### config.mk
export PLATFORM = sky130hd
export DESIGN_NAME = i2s_stream_buffer_flat
export DESIGN_NICKNAME = d
export VERILOG_FILES = /design/src/rtl/i2s_stream_buffer_if.sv /design/src/rtl/i2s_stream_buffer.sv /design/src/flat_wrapper.sv
export SDC_FILE = /design/constraint.sdc
export NUM_CORES = 1
export LEC_CHECK = 0
export CAP_MARGIN = 25
export CORE_ASPECT_RATIO = 1.5
export CORE_MARGIN = 3
export CORE_UTILIZATION = 57
export CTS_BUF_LIST = sky130_fd_sc_hd__clkbuf_2 sky130_fd_sc_hd__clkbuf_4 sky130_fd_sc_hd__clkbuf_8
export CTS_CLUSTER_DIAMETER = 30
export DETAILED_ROUTE_END_ITERATION = 12
export PLACE_DENSITY = 0.81
export SYNTH_ARGS = -nofsm -noshare
export SYNTH_HDL_FRONTEND = slang
export SYNTH_SLANG_ARGS = --single-unit
### constraint.sdc
create_clock -name clk -period 5 [get_ports clk]
set_input_delay 0.5 -clock clk [delete_from_list [all_inputs] [get_ports clk]]
set_output_delay 0.5 -clock clk [all_outputs]
set_load 0.03 [all_outputs]
### src/rtl/i2s_stream_buffer_if.sv
// i2s_stream_buffer_if: refill bus and audio-writer handshake of the stream buffer.
//   Refill side : request_data/request_size (out of buffer), request_finished,
//                 memory_data_strobe, memory_data (into buffer).
//   Audio side  : audio_data_request (into buffer), audio_data_ack,
//                 audio_data, audio_channel (out of buffer).
// modport slave is the buffer itself; modport master is the surrounding system.
interface i2s_stream_buffer_if #(
    parameter int unsigned SAMPLE_WIDTH = 24,
    parameter int unsigned CHANNEL_BITS = 1,
    parameter int unsigned ADDR_WIDTH   = 4
);
    logic                    request_data;
    logic [ADDR_WIDTH:0]     request_size;
    logic                    request_finished;
    logic                    memory_data_strobe;
    logic [31:0]             memory_data;
    logic                    audio_data_request;
    logic                    audio_data_ack;
    logic [SAMPLE_WIDTH-1:0] audio_data;
    logic [CHANNEL_BITS-1:0] audio_channel;

    modport slave (
        output request_data,
        output request_size,
        input  request_finished,
        input  memory_data_strobe,
        input  memory_data,
        input  audio_data_request,
        output audio_data_ack,
        output audio_data,
        output audio_channel
    );

    modport master (
        input  request_data,
        input  request_size,
        output request_finished,
        output memory_data_strobe,
        output memory_data,
        output audio_data_request,
        input  audio_data_ack,
        input  audio_data,
        input  audio_channel
    );
endinterface

### src/rtl/i2s_stream_buffer.sv
// i2s_stream_buffer: single-clock sample FIFO between a memory refill engine and
// an audio serializer. A fill FSM requests refills when occupancy falls to
// LOW_WATER; a read FSM serves the writer's level handshake, substituting a
// silent sample on the expected channel when the FIFO is empty.
// Ports:
//   clk, rst (async, active low)
//   enable      : run; low flushes the FIFO and idles both FSMs
//   mute        : zero delivered samples, still consume the FIFO
//   flag_clear  : clear sticky underrun/overflow
//   underrun, overflow : sticky flags
//   fifo_count  : occupancy 0..DEPTH
//   bus         : refill and audio handshake signals (slave modport)
module i2s_stream_buffer #(
    parameter int unsigned SAMPLE_WIDTH = 24,
    parameter int unsigned CHANNEL_BITS = 1,
    parameter int unsigned ADDR_WIDTH   = 4,
    parameter int unsigned LOW_WATER    = 4
) (
    input  logic                clk,
    input  logic                rst,
    input  logic                enable,
    input  logic                mute,
    input  logic                flag_clear,
    output logic                underrun,
    output logic                overflow,
    output logic [ADDR_WIDTH:0] fifo_count,
    i2s_stream_buffer_if.slave  bus
);
    localparam int unsigned DEPTH  = 1 << ADDR_WIDTH;
    localparam int unsigned CNT_W  = ADDR_WIDTH + 1;
    localparam int unsigned WORD_W = SAMPLE_WIDTH + CHANNEL_BITS;

    typedef enum logic {
        F_IDLE,
        F_FILL
    } fill_state_e;

    typedef enum logic [1:0] {
        R_IDLE,
        R_FETCH,
        R_ACK
    } read_state_e;

    // FIFO storage and pointers
    logic [WORD_W-1:0]     mem_q [DEPTH];
    logic [ADDR_WIDTH-1:0] wr_ptr_q, wr_ptr_d;
    logic [ADDR_WIDTH-1:0] rd_ptr_q, rd_ptr_d;
    logic [CNT_W-1:0]      count_q, count_d;

    // Fill FSM
    fill_state_e           fill_state_q, fill_state_d;
    logic                  req_data_q, req_data_d;
    logic [CNT_W-1:0]      req_size_q, req_size_d;

    // Read FSM
    read_state_e           read_state_q, read_state_d;
    logic                  ack_q, ack_d;
    logic [SAMPLE_WIDTH-1:0] data_q, data_d;
    logic [CHANNEL_BITS-1:0] chan_q, chan_d;
    logic [CHANNEL_BITS-1:0] exp_chan_q, exp_chan_d;
    logic [WORD_W-1:0]     fetch_word_q, fetch_word_d;
    logic                  fetch_hit_q, fetch_hit_d;

    // Sticky flags
    logic                  underrun_q, underrun_d;
    logic                  overflow_q, overflow_d;

    logic                  full_c, empty_c;
    logic                  start_c, rd_en_c, wr_en_c, ovf_set_c, urun_set_c;
    logic [WORD_W-1:0]     in_word_c;
    logic                  unused_mem_bits_c;

    assign full_c  = (count_q == CNT_W'(DEPTH));
    assign empty_c = (count_q == '0);

    // Only the sample field and the top channel field of a memory word matter.
    assign in_word_c = {bus.memory_data[31 -: CHANNEL_BITS], bus.memory_data[SAMPLE_WIDTH-1:0]};
    assign unused_mem_bits_c = ^bus.memory_data;

    // A handshake starts only from an idle read FSM with ack already low.
    assign start_c = (read_state_q == R_IDLE) && enable && bus.audio_data_request && !ack_q;
    assign rd_en_c = start_c && !empty_c;

    // A full FIFO still accepts a word when a read frees a slot in the same cycle.
    assign wr_en_c   = enable && bus.memory_data_strobe && (!full_c || rd_en_c);
    assign ovf_set_c = enable && bus.memory_data_strobe && full_c && !rd_en_c;

    // FIFO pointer and occupancy update; disable flushes.
    always_comb begin
        wr_ptr_d = wr_ptr_q;
        rd_ptr_d = rd_ptr_q;
        count_d  = count_q;
        if (!enable) begin
            wr_ptr_d = '0;
            rd_ptr_d = '0;
            count_d  = '0;
        end else begin
            if (wr_en_c) wr_ptr_d = wr_ptr_q + ADDR_WIDTH'(1);
            if (rd_en_c) rd_ptr_d = rd_ptr_q + ADDR_WIDTH'(1);
            case ({wr_en_c, rd_en_c})
                2'b10:   count_d = count_q + CNT_W'(1);
                2'b01:   count_d = count_q - CNT_W'(1);
                default: count_d = count_q;
            endcase
        end
    end

    // Fill FSM: one-cycle request pulse, then wait for the refill to finish.
    always_comb begin
        fill_state_d = fill_state_q;
        req_data_d   = 1'b0;
        req_size_d   = req_size_q;
        if (!enable) begin
            fill_state_d = F_IDLE;
        end else begin
            case (fill_state_q)
                F_IDLE: begin
                    if (count_q <= CNT_W'(LOW_WATER)) begin
                        req_data_d   = 1'b1;
                        req_size_d   = CNT_W'(DEPTH) - count_q;
                        fill_state_d = F_FILL;
                    end
                end
                F_FILL: begin
                    if (bus.request_finished) fill_state_d = F_IDLE;
                end
                default: fill_state_d = F_IDLE;
            endcase
        end
    end

    // Read FSM: IDLE pops the FIFO, FETCH presents the sample, ACK waits for release.
    always_comb begin
        read_state_d = read_state_q;
        ack_d        = ack_q;
        data_d       = data_q;
        chan_d       = chan_q;
        exp_chan_d   = exp_chan_q;
        fetch_word_d = fetch_word_q;
        fetch_hit_d  = fetch_hit_q;
        urun_set_c   = 1'b0;
        if (!enable) begin
            read_state_d = R_IDLE;
            ack_d        = 1'b0;
        end else begin
            case (read_state_q)
                R_IDLE: begin
                    if (start_c) begin
                        read_state_d = R_FETCH;
                        fetch_hit_d  = !empty_c;
                        if (!empty_c) fetch_word_d = mem_q[rd_ptr_q];
                    end
                end
                R_FETCH: begin
                    read_state_d = R_ACK;
                    ack_d        = 1'b1;
                    if (fetch_hit_q) begin
                        chan_d = fetch_word_q[WORD_W-1 -: CHANNEL_BITS];
                        data_d = mute ? '0 : fetch_word_q[SAMPLE_WIDTH-1:0];
                    end else begin
                        // Underrun: silence on the channel the writer expects next.
                        chan_d     = exp_chan_q;
                        data_d     = '0;
                        urun_set_c = 1'b1;
                    end
                    exp_chan_d = chan_d + CHANNEL_BITS'(1);
                end
                R_ACK: begin
                    if (!bus.audio_data_request) begin
                        read_state_d = R_IDLE;
                        ack_d        = 1'b0;
                    end
                end
                default: read_state_d = R_IDLE;
            endcase
        end
    end

    // Sticky flags; a set event in the same cycle wins over a clear.
    always_comb begin
        underrun_d = underrun_q;
        overflow_d = overflow_q;
        if (flag_clear) begin
            underrun_d = 1'b0;
            overflow_d = 1'b0;
        end
        if (urun_set_c) underrun_d = 1'b1;
        if (ovf_set_c)  overflow_d = 1'b1;
    end

    // FIFO storage, no reset needed: occupancy gates every read.
    always_ff @(posedge clk) begin
        if (wr_en_c) mem_q[wr_ptr_q] <= in_word_c;
    end

    // State and output registers.
    always_ff @(posedge clk or negedge rst) begin
        if (!rst) begin
            wr_ptr_q     <= '0;
            rd_ptr_q     <= '0;
            count_q      <= '0;
            fill_state_q <= F_IDLE;
            req_data_q   <= 1'b0;
            req_size_q   <= '0;
            read_state_q <= R_IDLE;
            ack_q        <= 1'b0;
            data_q       <= '0;
            chan_q       <= '0;
            exp_chan_q   <= '0;
            fetch_word_q <= '0;
            fetch_hit_q  <= 1'b0;
            underrun_q   <= 1'b0;
            overflow_q   <= 1'b0;
        end else begin
            wr_ptr_q     <= wr_ptr_d;
            rd_ptr_q     <= rd_ptr_d;
            count_q      <= count_d;
            fill_state_q <= fill_state_d;
            req_data_q   <= req_data_d;
            req_size_q   <= req_size_d;
            read_state_q <= read_state_d;
            ack_q        <= ack_d;
            data_q       <= data_d;
            chan_q       <= chan_d;
            exp_chan_q   <= exp_chan_d;
            fetch_word_q <= fetch_word_d;
            fetch_hit_q  <= fetch_hit_d;
            underrun_q   <= underrun_d;
            overflow_q   <= overflow_d;
        end
    end

    assign bus.request_data   = req_data_q;
    assign bus.request_size   = req_size_q;
    assign bus.audio_data_ack = ack_q;
    assign bus.audio_data     = data_q;
    assign bus.audio_channel  = chan_q;
    assign underrun           = underrun_q;
    assign overflow           = overflow_q;
    assign fifo_count         = count_q;
endmodule

### src/flat_wrapper.sv
// flat-port wrapper written by rule: the top's interface ports become plain ports
module i2s_stream_buffer_flat 
#(
    parameter int unsigned SAMPLE_WIDTH = 24,
    parameter int unsigned CHANNEL_BITS = 1,
    parameter int unsigned ADDR_WIDTH   = 4,
    parameter int unsigned LOW_WATER    = 4
)
  (clk, rst, enable, mute, flag_clear, underrun, overflow, fifo_count, bus_request_data, bus_request_size, bus_request_finished, bus_memory_data_strobe, bus_memory_data, bus_audio_data_request, bus_audio_data_ack, bus_audio_data, bus_audio_channel);
  i2s_stream_buffer_if #(.SAMPLE_WIDTH(SAMPLE_WIDTH), .CHANNEL_BITS(CHANNEL_BITS), .ADDR_WIDTH(ADDR_WIDTH)) bus_i ();
  input  logic clk;
  input  logic rst;
  input  logic enable;
  input  logic mute;
  input  logic flag_clear;
  output logic underrun;
  output logic overflow;
  output logic [ADDR_WIDTH:0] fifo_count;
  output wire logic [$bits(bus_i.request_data)-1:0] bus_request_data;
  output wire logic [$bits(bus_i.request_size)-1:0] bus_request_size;
  input wire logic [$bits(bus_i.request_finished)-1:0] bus_request_finished;
  input wire logic [$bits(bus_i.memory_data_strobe)-1:0] bus_memory_data_strobe;
  input wire logic [$bits(bus_i.memory_data)-1:0] bus_memory_data;
  input wire logic [$bits(bus_i.audio_data_request)-1:0] bus_audio_data_request;
  output wire logic [$bits(bus_i.audio_data_ack)-1:0] bus_audio_data_ack;
  output wire logic [$bits(bus_i.audio_data)-1:0] bus_audio_data;
  output wire logic [$bits(bus_i.audio_channel)-1:0] bus_audio_channel;
  assign bus_request_data = bus_i.request_data;
  assign bus_request_size = bus_i.request_size;
  assign bus_i.request_finished = bus_request_finished;
  assign bus_i.memory_data_strobe = bus_memory_data_strobe;
  assign bus_i.memory_data = bus_memory_data;
  assign bus_i.audio_data_request = bus_audio_data_request;
  assign bus_audio_data_ack = bus_i.audio_data_ack;
  assign bus_audio_data = bus_i.audio_data;
  assign bus_audio_channel = bus_i.audio_channel;
  i2s_stream_buffer #(.SAMPLE_WIDTH(SAMPLE_WIDTH), .CHANNEL_BITS(CHANNEL_BITS), .ADDR_WIDTH(ADDR_WIDTH), .LOW_WATER(LOW_WATER)) u_core (.clk(clk), .rst(rst), .enable(enable), .mute(mute), .flag_clear(flag_clear), .underrun(underrun), .overflow(overflow), .fifo_count(fifo_count), .bus(bus_i));
endmodule
==> reports/qor.log <==
qor: synth.synth.net_count 1082
qor: route.detail_route.iter0.violations 927
qor: clocking.cts_tree built
qor: global_route.antenna_found_initial 1
qor: route.detail_route.first_pass.iterations 5
qor: placement.post_place_setup_slack 1.23 ns
qor: worst_setup_path.worst_r2r_startpoint u_core.fifo_count[0]
qor: sta.clock.fmax 0.281 GHz
qor: clocking.cts.clk_slew.worst_paths 0.06 ns
qor: synth.synth-adder-area-share 0.610%
qor: worst_setup_path.worstPathRequired 5.31 ns
qor: sta.final.period_utilization 71.1%
qor: clocking.clkSinkCount 477
qor: route.vias_per_cell 6.04
qor: synth.synthDominantAreaCellType sky130_fd_sc_hd__edfxtp_1
qor: synth.synthCells 1033
qor: synth.synth_xor_xnor_area_share 0.190%
qor: synth.synth.yosys.seq_area_share 75.5%
qor: synth.mappedNetlistArea 18500 um^2
qor: clocking.insertion_delay 0.62 ns
qor: floorplanning.core_region_area 31900 um^2
qor: cells_and_area.final_layout_size_suffix_gt1_share 19.8%
qor: synth.synth_compound_area_share 4.65%
qor: floorplanning.ios 79
qor: synth.synth_simple_gate_area_share 4.38%
qor: floorplanning.dieWidth 153 um
qor: synth.main_combinational_cell_family_by_area_after_synthesis multiplexers
qor: clocking.longest_clk_path_bufs 3
qor: route.drt.antenna.violating_nets 0
qor: route.routed_wire_length_per_instance 23.6 um
qor: clocking.cts_hold_buf 0
qor: sta.slew-limit-headroom 26.6%
qor: worst_setup_path.critPathMaxFanout 16
qor: sta.setup-tns-final 0 ns
qor: clocking.cts.repair_timing.setup_buffer_count 0
qor: power_and_ir_drop.power.total 8.86 mW
qor: clocking.cts-resized-gates 0
qor: cells_and_area.post-route-util 66.4%
qor: global_route.first_global_vias 10100
qor: cells_and_area.layout.cells.most_common_list sky130_fd_sc_hd__edfxtp_1, sky130_fd_sc_hd__mux2i_1, sky130_fd_sc_hd__nand2_1, sky130_fd_sc_hd__clkbuf_8, sky130_fd_sc_hd__dfrtp_1
qor: worst_setup_path.critPathCaptureType flip-flop
qor: cells_and_area.layout.nets 1195
qor: sta.timing.final.ws_setup 1.45 ns
qor: worst_setup_path.criticalPathCategory flip-flop to flip-flop
qor: sta.timing.final.max_slew_violations 0
qor: global_route.global_route.overflow_total 0
qor: worst_setup_path.arrival 3.87 ns
qor: cells_and_area.layoutNonFillerInstCount 1614
qor: placement.dp_hpwl 21800 um
qor: synth.yosys_register_bits 477
qor: status.status completed
qor: global_route.gr-usage-all-layers 22.3%
qor: sta.tightestPinTransition 1.10 ns
qor: synth.yosysWarnings 0
qor: cells_and_area.syn2layout_area_growth 14.7%
qor: worst_setup_path.cp-endpoint u_core.mem_q[11][4]
qor: sta.finClkSkew 0.0263 ns
qor: sta.final-hold-violation-count 0
qor: synth.synth-edff-count 400
qor: cells_and_area.nFillCells 2031
qor: synth.ys_types 47
qor: global_route.grt_max_degree 78
qor: placement.gp_routability_congestion 0.756
qor: power_and_ir_drop.pwr_density_cell 418 nW/um^2
qor: hold_path.min_path_type input pin to async pin
qor: sta.layout_min_cycle_time 3.55 ns
qor: sta.grt_setup_unrepaired false
qor: worst_setup_path.critical_path.startpoint u_core.fifo_count[0]
qor: synth.synth_top_area_share 65.0%
qor: placement.post-place-cells 1480
qor: synth.ys_async_sr_fraction 16.1%
qor: floorplanning.cell_row_count 80
qor: sta.worst_hold_slack 0.266 ns
qor: synth.multiplexer_area_fraction_after_synthesis 12.8%
qor: floorplanning.die_height 226 um
qor: route.vias 9753
qor: worst_setup_path.regToRegEndpoint u_core.mem_q[11][4]
qor: floorplanning.start_util 57.9%
qor: cells_and_area.layout.cells.most_common sky130_fd_sc_hd__edfxtp_1
qor: power_and_ir_drop.leakage 6.88 nW
qor: cells_and_area.seqCellArea 13900 um^2
qor: synth.synth_ff_type sky130_fd_sc_hd__edfxtp_1
qor: job.max-cap-violations 0
qor: route.remaining_drc_errors 0
qor: clocking.cts.root.buffer_cell sky130_fd_sc_hd__clkbuf_8
qor: sta.setup_violations 0
qor: worst_setup_path.cp-start-kind flip-flop
qor: synth.syn-mean-instance-area 17.9 um^2
qor: floorplanning.die_area 34600 um^2
qor: placement.io_buffers 71
qor: worst_setup_path.setup.reg_to_reg.worst_slack 1.45 ns
qor: synth.synthTopCellsByArea sky130_fd_sc_hd__edfxtp_1, sky130_fd_sc_hd__dfrtp_1, sky130_fd_sc_hd__mux4_2
qor: cells_and_area.postLayoutCellArea 21200 um^2
qor: route.wirelength 38100 um
qor: worst_setup_path.timing.reg2reg.worst_path_depth 10
qor: clocking.cts_buffers 72
qor: global_route.first_pass_grt_wire_length 58300 um
qor: placement.placed_area 19700 um^2
qor: clocking.htreeDepth 3
qor: power_and_ir_drop.ir_drop 0.207 mV
qor: cells_and_area.multiInputGateArea 4250 um^2
state kept, by name (all words and copies together), names as in the netlist, 2 cells and up:
| name | count |
|---|---|
| u_core.fetch_word_q | 25 |
| u_core.bus.audio_data | 24 |
| u_core.rd_ptr_q | 4 |
| u_core.wr_ptr_q | 4 |
| u_core.read_state_q | 2 |
| u_core.bus.request_size | 5 |
| u_core.mem_q | 400 |
| u_core.fifo_count | 5 |
synth_stat cells (3+ instances only):
cell and instances:
sky130_fd_sc_hd__buf_4 5, sky130_fd_sc_hd__mux2i_1 92, sky130_fd_sc_hd__nand4_1 9, sky130_fd_sc_hd__mux4_2 62, sky130_fd_sc_hd__buf_2 31, sky130_fd_sc_hd__a221oi_2 4
sky130_fd_sc_hd__nor2_1 44, sky130_fd_sc_hd__o21ai_0 28, sky130_fd_sc_hd__nor2b_1 9, sky130_fd_sc_hd__o22ai_1 46, sky130_fd_sc_hd__nand2b_1 3, sky130_fd_sc_hd__inv_1 15
sky130_fd_sc_hd__nor3_1 8, sky130_fd_sc_hd__xnor2_1 4, sky130_fd_sc_hd__ha_1 9, sky130_fd_sc_hd__a31oi_1 20, sky130_fd_sc_hd__dfrtp_1 77, sky130_fd_sc_hd__clkbuf_1 22
sky130_fd_sc_hd__nand2_1 89, sky130_fd_sc_hd__or3_1 4, sky130_fd_sc_hd__a211oi_1 21, sky130_fd_sc_hd__edfxtp_1 400, sky130_fd_sc_hd__mux2_2 3
where the power goes:
part	internal (mW)	total [mW]	switching (mW)
combinational	0.470	1.07	0.602
sequential	4.53	4.70	0.174
clock	1.63	3.08	1.45
total	6.63	8.86	2.22
final cells by class:
cell class,count,share of cell area (%)
Inverter,15,0.266
Tap cell,410,2.42
Timing Repair Buffer,99,4.79
Clock inverter,32,0.951
Multi-Input combinational cell,481,20.1
Clock buffer,98,5.69
Sequential cell,477,65.8
Antenna cell,2,0.0236
per-layer routing:
layer / share of wire, % / global-route usage (%) / routed length (um) / vias up
met3: 6.3 / 4.75 / 2390 / 84
met1: 38 / 28.2 / 14400 / 4972
li1: - / - / - / 4312
met2: 52 / 37.3 / 19900 / 385
met4: 3.7 / 10.5 / 1410 / 0
met5: 0 / 0 / 0 / -
worst min-delay path by stage:
stage	slack, ns	cells past startpoint	from	to
2_1_floorplan	0.20	0	rst	u_core.bus.audio_channel
4_1_cts	0.08	1	rst	u_core.bus.audio_data[1]
6_report	0.27	2	rst	u_core.bus.audio_data[3]
3_5_place_dp	0.46	2	u_core.exp_chan_q	u_core.exp_chan_q
3_3_place_gp	0.45	2	u_core.exp_chan_q	u_core.exp_chan_q
5_1_grt	0.25	2	rst	u_core.fetch_word_q[1]
logic make-up after synthesis:
logic type / count (synthesis)
AOI/OAI and AO/OA: 131
xor gates and xnor gates: 4
adders and majority gates: 9
buffers and inverters: 75
DFF: 477
muxes: 158
and+or+nand+nor: 179
critical path, cell delays in order, from the launching register on:
cell                      delay [ns]
sky130_fd_sc_hd__dfrtp_1        0.45
sky130_fd_sc_hd__inv_1          0.09
sky130_fd_sc_hd__ha_1           0.22
sky130_fd_sc_hd__nor2b_1        0.15
sky130_fd_sc_hd__nor2b_1        0.17
sky130_fd_sc_hd__ha_1           0.27
sky130_fd_sc_hd__o31ai_1        0.28
sky130_fd_sc_hd__buf_4          0.22
sky130_fd_sc_hd__nand4_1        0.30
sky130_fd_sc_hd__nor2_2         0.82
sky130_fd_sc_hd__buf_12         0.26
No activity file was read; power rests on OpenSTA's default activity.
